<file path="config.mk">
export PLATFORM = sky130hd
export DESIGN_NAME = wb_arbiter2
export DESIGN_NICKNAME = d
export VERILOG_FILES = /design/src/rtl/wb_arbiter2.sv
export SDC_FILE = /design/constraint.sdc
export NUM_CORES = 1
export LEC_CHECK = 0
export ABC_AREA = 1
export ABC_CLOCK_PERIOD_IN_PS = 1930
export CAP_MARGIN = 0
export CORE_MARGIN = 3
export CORE_UTILIZATION = 29
export CTS_CLUSTER_DIAMETER = 200
export DETAILED_ROUTE_END_ITERATION = 8
export GPL_ROUTABILITY_DRIVEN = 0
export PLACE_DENSITY = 0.81
export SETUP_SLACK_MARGIN = 0.15
export SYNTH_ARGS = -nofsm -noshare
export SYNTH_HDL_FRONTEND = slang
export SYNTH_SLANG_ARGS = --single-unit
export TNS_END_PERCENT = 100
</file>
<file path="constraint.sdc">
create_clock -name wb_clk_i -period 1.93 [get_ports wb_clk_i]
set_input_delay 0.193 -clock wb_clk_i [delete_from_list [all_inputs] [get_ports wb_clk_i]]
set_output_delay 0.193 -clock wb_clk_i [all_outputs]
set_load 0.1 [all_outputs]
</file>
<file path="src/rtl/wb_arbiter2.sv">
// Two-master Wishbone arbiter sharing one slave (SDRAM controller) port.
// Master 0 is the CPU and master 1 is the DMA engine. Under contention the
// two masters are served round-robin. A grant is held for as long as the
// owner keeps cyc high, so locked multi-strobe cycles are possible.
// A stall watchdog force-terminates a transfer that the slave never acks.
module wb_arbiter2 #(
    parameter int ADR_W   = 19,
    parameter int DAT_W   = 16,
    parameter int TIMEOUT = 255
) (
    input  logic                 wb_clk_i,
    input  logic                 wb_rst_i,
    // master 0 (CPU)
    input  logic [ADR_W-1:0]     m0_adr_i,
    input  logic [DAT_W-1:0]     m0_dat_i,
    input  logic [DAT_W/8-1:0]   m0_sel_i,
    input  logic                 m0_we_i,
    input  logic                 m0_cyc_i,
    input  logic                 m0_stb_i,
    output logic [DAT_W-1:0]     m0_dat_o,
    output logic                 m0_ack_o,
    // master 1 (DMA)
    input  logic [ADR_W-1:0]     m1_adr_i,
    input  logic [DAT_W-1:0]     m1_dat_i,
    input  logic [DAT_W/8-1:0]   m1_sel_i,
    input  logic                 m1_we_i,
    input  logic                 m1_cyc_i,
    input  logic                 m1_stb_i,
    output logic [DAT_W-1:0]     m1_dat_o,
    output logic                 m1_ack_o,
    // shared slave port
    output logic [ADR_W-1:0]     s_adr_o,
    output logic [DAT_W-1:0]     s_dat_o,
    output logic [DAT_W/8-1:0]   s_sel_o,
    output logic                 s_we_o,
    output logic                 s_cyc_o,
    output logic                 s_stb_o,
    input  logic [DAT_W-1:0]     s_dat_i,
    input  logic                 s_ack_i,
    // status
    output logic [1:0]           gnt_o,
    output logic                 tout_o
);

    localparam int SEL_W = DAT_W / 8;
    // With the watchdog disabled the counter is kept as a single idle bit.
    localparam int CNT_W = (TIMEOUT > 0) ? $clog2(TIMEOUT + 1) : 1;
    localparam logic [CNT_W-1:0] CNT_LIMIT = CNT_W'(TIMEOUT);

    typedef enum logic [1:0] {
        IDLE = 2'd0,
        GNT0 = 2'd1,
        GNT1 = 2'd2
    } state_t;

    state_t           state_reg, state_next;
    logic             last_m1_reg, last_m1_next;   // 1: master 1 was served last
    logic [CNT_W-1:0] cnt_reg, cnt_next;
    logic             tout_reg, tout_next;

    logic             granted;
    logic             owner_stb;
    logic             timeout_hit;
    logic             force_term;

    // Per-master views so the ack/data return path is generated once.
    logic [1:0]       m_stb;
    logic [1:0]       m_ack;
    logic [DAT_W-1:0] m_dat [2];

    assign gnt_o   = {state_reg == GNT1, state_reg == GNT0};
    assign granted = (state_reg != IDLE);
    assign owner_stb = (state_reg == GNT1) ? m1_stb_i :
                       (state_reg == GNT0) ? m0_stb_i : 1'b0;
    assign m_stb   = {m1_stb_i, m0_stb_i};
    assign tout_o  = tout_reg;

    // Watchdog compare; tied off entirely when TIMEOUT is 0.
    generate
        if (TIMEOUT > 0) begin : g_wdog
            assign timeout_hit = granted && owner_stb && (cnt_reg == CNT_LIMIT);
        end else begin : g_no_wdog
            assign timeout_hit = 1'b0;
        end
    endgenerate

    // A real ack landing on the limit cycle wins over the forced termination.
    assign force_term = timeout_hit && !s_ack_i;

    // Return path: ack only to the owner with an active strobe; forced
    // termination substitutes an all-ones data word for the owner.
    generate
        for (genvar gi = 0; gi < 2; gi++) begin : g_ret
            assign m_ack[gi] = gnt_o[gi] && m_stb[gi] && (s_ack_i || force_term);
            assign m_dat[gi] = (gnt_o[gi] && force_term) ? {DAT_W{1'b1}} : s_dat_i;
        end
    endgenerate

    assign m0_ack_o = m_ack[0];
    assign m1_ack_o = m_ack[1];
    assign m0_dat_o = m_dat[0];
    assign m1_dat_o = m_dat[1];

    // Slave port mux: combinational copy of the owner, all zero when idle,
    // cyc/stb withdrawn for the single forced-termination cycle.
    always_comb begin
        s_adr_o = '0;
        s_dat_o = '0;
        s_sel_o = '0;
        s_we_o  = 1'b0;
        s_cyc_o = 1'b0;
        s_stb_o = 1'b0;
        case (state_reg)
            GNT0: begin
                s_adr_o = m0_adr_i;
                s_dat_o = m0_dat_i;
                s_sel_o = m0_sel_i;
                s_we_o  = m0_we_i;
                s_cyc_o = m0_cyc_i && !force_term;
                s_stb_o = m0_stb_i && !force_term;
            end
            GNT1: begin
                s_adr_o = m1_adr_i;
                s_dat_o = m1_dat_i;
                s_sel_o = m1_sel_i;
                s_we_o  = m1_we_i;
                s_cyc_o = m1_cyc_i && !force_term;
                s_stb_o = m1_stb_i && !force_term;
            end
            default: ;
        endcase
    end

    // Next-state logic: arbitration, round-robin pointer, watchdog, sticky flag.
    always_comb begin
        state_next   = state_reg;
        last_m1_next = last_m1_reg;
        cnt_next     = cnt_reg;
        tout_next    = tout_reg;

        case (state_reg)
            IDLE: begin
                if (m0_cyc_i && m1_cyc_i) begin
                    state_next = last_m1_reg ? GNT0 : GNT1;
                end else if (m0_cyc_i) begin
                    state_next = GNT0;
                end else if (m1_cyc_i) begin
                    state_next = GNT1;
                end
            end
            GNT0: begin
                if (!m0_cyc_i) begin
                    last_m1_next = 1'b0;
                    state_next   = m1_cyc_i ? GNT1 : IDLE;
                end
            end
            GNT1: begin
                if (!m1_cyc_i) begin
                    last_m1_next = 1'b1;
                    state_next   = m0_cyc_i ? GNT0 : IDLE;
                end
            end
            default: state_next = IDLE;
        endcase

        // Stall counter only advances while a strobe is presented and unacked;
        // a dropped strobe inside a locked cycle just holds it.
        if (TIMEOUT == 0) begin
            cnt_next = '0;
        end else if ((state_reg == IDLE) || (state_next != state_reg) ||
                     s_ack_i || force_term) begin
            cnt_next = '0;
        end else if (s_stb_o) begin
            cnt_next = cnt_reg + CNT_W'(1);
        end

        if (force_term) begin
            tout_next = 1'b1;
        end
    end

    // State register; reset parks idle with master 1 marked as last served
    // so that master 0 wins the first contention.
    always_ff @(posedge wb_clk_i or posedge wb_rst_i) begin
        if (wb_rst_i) begin
            state_reg   <= IDLE;
            last_m1_reg <= 1'b1;
            cnt_reg     <= '0;
            tout_reg    <= 1'b0;
        end else begin
            state_reg   <= state_next;
            last_m1_reg <= last_m1_next;
            cnt_reg     <= cnt_next;
            tout_reg    <= tout_next;
        end
    end

endmodule

</file>
==> flow_summary.ini, run 1 <==
[logic_synthesis]
yosys_warnings = 0
synth-seq-cells = 12
syn_area_mm2 = 0.00169
syn-instance-count = 313
synth_async_sr_flop_share_pct = 100
syn_area_per_cell_um2 = 5.39
synth_cell_types = 27
syn-num-nets = 418
ys.flop_type = dfrtp_1
synth_edf_count = 0
yosysSeqAreaShare_pct = 17.9

[floorplanning]
die_h_um = 82.3
die_w_um = 82.3
initial_core_util_pct = 30.3
io-pin-count = 176
rows = 27

[placed_design]
place_hpwl_um = 12400
port_buffers = 175

[status]
firstError = [ERROR DPL-0033] detailed placement checks failed during check placement.
status = aborted with a tool error
lastStage = detailed placement (3_5_place_dp)
kinds of logic after synthesis:
kind of cell / after synthesis / synth area share (%)
buffers and inverters: 56 / 14.8
AO/OA/AOI/OAI: 46 / 14.4
adder cells (fa/ha/maj): 6 / 4.45
XOR/XNOR: 1 / 0.519
AND/OR/NAND/NOR: 192 / 47.9
flip-flops: 12 / 17.9
Yosys cell counts, types with 3 or more instances:
cell type  number  area [µm²]
a21oi_1        41         205
buf_2           4        20.0
buf_6           3        33.8
clkbuf_1        8        30.0
dfrtp_1        11         275
ha_1            6        75.1
inv_1          35         131
inv_2           3        11.3
nand2_1       150         563
nand2_4         3        33.8
nand3_1        11        55.1
nor2_1         18        67.6
per-stage QoR:
step	setup slack, ps	setup TNS, ps
floorplan	-288	-8110
global placement	26.6	0
==> run 2, diff against run 1 <==
--- a/config.mk
+++ b/config.mk
@@ -9,12 +9,10 @@
 export ABC_CLOCK_PERIOD_IN_PS = 1930
 export CAP_MARGIN = 0
 export CORE_MARGIN = 3
-export CORE_UTILIZATION = 29
-export CTS_CLUSTER_DIAMETER = 200
+export CORE_UTILIZATION = 20
 export DETAILED_ROUTE_END_ITERATION = 8
 export GPL_ROUTABILITY_DRIVEN = 0
-export PLACE_DENSITY = 0.81
-export SETUP_SLACK_MARGIN = 0.15
+export PLACE_DENSITY_LB_ADDON = 0.15
 export SYNTH_ARGS = -nofsm -noshare
 export SYNTH_HDL_FRONTEND = slang
 export SYNTH_SLANG_ARGS = --single-unit
==> flow_summary.ini, run 2 <==
[logic_synthesis]
synth_top_area_cell = nand2_1
synth_top_cells_by_area = nand2_1, dfrtp_1, a21oi_1
syn-instance-count = 313
syn_area_mm2 = 0.00169
synth_cell_types = 27
synth_async_sr_flop_share_pct = 100
synth_edf_count = 0
yosys_warnings = 0
synth-seq-cells = 12
yosysMostFrequentCell = nand2_1
yosysSeqAreaShare_pct = 17.9
synthTopCellsByCount = nand2_1, a21oi_1, inv_1
ys.flop_type = dfrtp_1
syn-num-nets = 418
syn_area_per_cell_um2 = 5.39
netlist.area_leader.share_pct = 33.4

[final_layout]
fin_area_mm2 = 0.00593
drive_gt1_share_pct = 50.5
layout_common_cells = clkdlybuf4s50_1, nand2_1, buf_12, a21oi_4, inv_1
nNetsFinal = 625
layout_commonest_cell = clkdlybuf4s50_1
area_growth_syn_to_layout_pct = 252
largest_reg_flops = 8
final_util_pct = 74.4
antenna_cells = 0

[power_and_ir_drop]
swShare_pct = 60.3
p_int_uw = 3430
comb_power_share_pct = 92.8
p_sw_uw = 5220
irDropWorstVdd_v = 0.00166
power_leakage_uw = 0.00236
power_density_mw_per_mm2 = 1460
p_total_uw = 8650
clkPwrFrac_pct = 3.3
p_seq_share_pct = 3.9

[sta]
final.setup.worst_slack_ps = -238
fmaxAchievable_mhz = 461
rsz0062_at_grt = yes
holdWs_ps = 252
slew_violations = 0
fin_crit_sh_pct = 112
period_needed_ps = 2170
hold_viol_final = 0
skew_ps = 1.09
worstMarginPinSlew_ps = 475
timing.slew.headroom_pct = 68.3
finalSetupViolCount = 74

[route]
wire_per_inst_um = 17.1
postRouteAntennaNets = 0
dr.first_iter.drc_count = 71
wirelength_um = 10600
via_count = 2853
via_per_inst = 4.59
drc = 0
drt_pass1_iterations = 4

[worst_setup_path]
cp_max_fo = 6
regToRegSetupSlack_ps = 60
arrival_ps = 1970
r2r_end = cnt_reg[7]
worstReg2RegStart = state_reg[0]
worst-setup-path-type = flop to output pin
crit_chain = inv_4, ha_4, inv_4, nand2_2, nand2_2, nor2_4, nand3_4, inv_6, buf_12, nand2_8, buf_12, nand2_4, buf_12
crit_top_cell = buf_12
slowest_delay_ps = 430
cp.required_ps = 1740
start_kind = flop
end_kind = output pin
r2r_cells = 14
crit_path_top_delay_cell = dfrtp_2

[floorplanning]
rows = 32
io-pin-count = 176
die_h_um = 97.8
core_mm2 = 0.00797
initial_core_util_pct = 21.2
die_w_um = 97.8
die-area_mm2 = 0.00957

[job]
drv_cap = 0

[grt]
grt_pass1_vias = 2862
antenna_found_initial = 0
grt_max_degree = 40
overflow = 0
grt_usage_pct = 19.9
grt_pass1_wl_um = 15500

[cts]
clk_latency_ps = 250
cts_hold_buffers = 0
tritoncts = built
cts_root_buffer = clkbuf_8
path_clk_slew_ps = 60
htreeDepth = 1
cts_buffers = 3
cts.sinks = 12
clockBufferDepth = 2

[status]
failed_checks = negative setup slack
status = finished with violations

[placed_design]
place_hpwl_um = 7810
place_area_mm2 = 0.00540
port_buffers = 175

[worst_hold_path]
min_path_type = primary input to async pin
-- run 2: cell counts after synthesis --
No cell type changed its count.
-- run 2: repair_timing --
action,in CTS,in global routing
setup endpoints to repair,74,82
setup buffers,8,5
gates resized for setup,9,59
pin swaps,5,14
endpoints found under the hold margin,0,0
cloned,2,5
-- run 2: power groups by stage --
stage	Combinational, µW	Clock, µW	Sequential [µW]
after floorplan	4860	0	337
after global placement	7090	0	330
after detailed placement	7130	0	332
after CTS	7320	294	326
after global routing	8280	305	341
final	8030	287	334
-- run 2: kinds of logic (layout without fill, tap and decap cells) --
kind of cell    count (synthesis)  in the layout  synth area share (%)
xor+xnor                        1              1                 0.519
fa+ha+maj                       6              6                  4.45
buf+inv                        56            262                  14.8
flops                          12             12                  17.9
compound gates                 46             46                  14.4
simple gates                  192            192                  47.9
-- run 2: how the worst max path moves through the flow --
stage	from	to	cells past startpoint
after floorplan	state_reg[0]	m1_ack_o	11
after global placement	m0_stb_i	m0_dat_o[12]	11
after detailed placement	m0_stb_i	m0_dat_o[12]	11
after CTS	state_reg[1]	m1_dat_o[15]	13
after global routing	state_reg[1]	m1_dat_o[9]	13
final	state_reg[0]	m1_dat_o[15]	13
-- run 2: layout make-up --
class                           instances  area (µm²)
Multi-Input combinational cell        245        2190
Timing Repair Buffer                  219        3090
Fill cell                             556        2040
Sequential cell                        12         304
Clock buffer                            4        55.1
Tap cell                              102         128
Inverter                               39         164
-- run 2: routing by layer --
layer | global-route usage (%) | vias to the layer above | part of all wire, %
li1 | - | 1379 | -
met1 | 22.3 | 1352 | 38
met2 | 39.0 | 105 | 56
met3 | 3.43 | 17 | 4.7
met4 | 3.83 | 0 | 1.9
met5 | 0 | - | 0
-- run 2: through the flow --
step / std cells / setup slack (ps) / TNS [ps]
2_1_floorplan: 313 / -288 / -4670
3_5_place_dp: 598 / -46.4 / -375
6_report: 621 / -238 / -11650
3_3_place_gp: 598 / -16.2 / -59.2
4_1_cts: 611 / -267 / -11840
5_1_grt: 621 / -327 / -17440
-- run 2: critical path: cells and delay by family, from the launching register on --
kind / cells / cell delay [ps]
flops: 1 / 430
simple gates: 6 / 490
fa+ha+maj: 1 / 160
buf+inv: 6 / 630
Note: power is estimated with default switching activity, not from simulation.
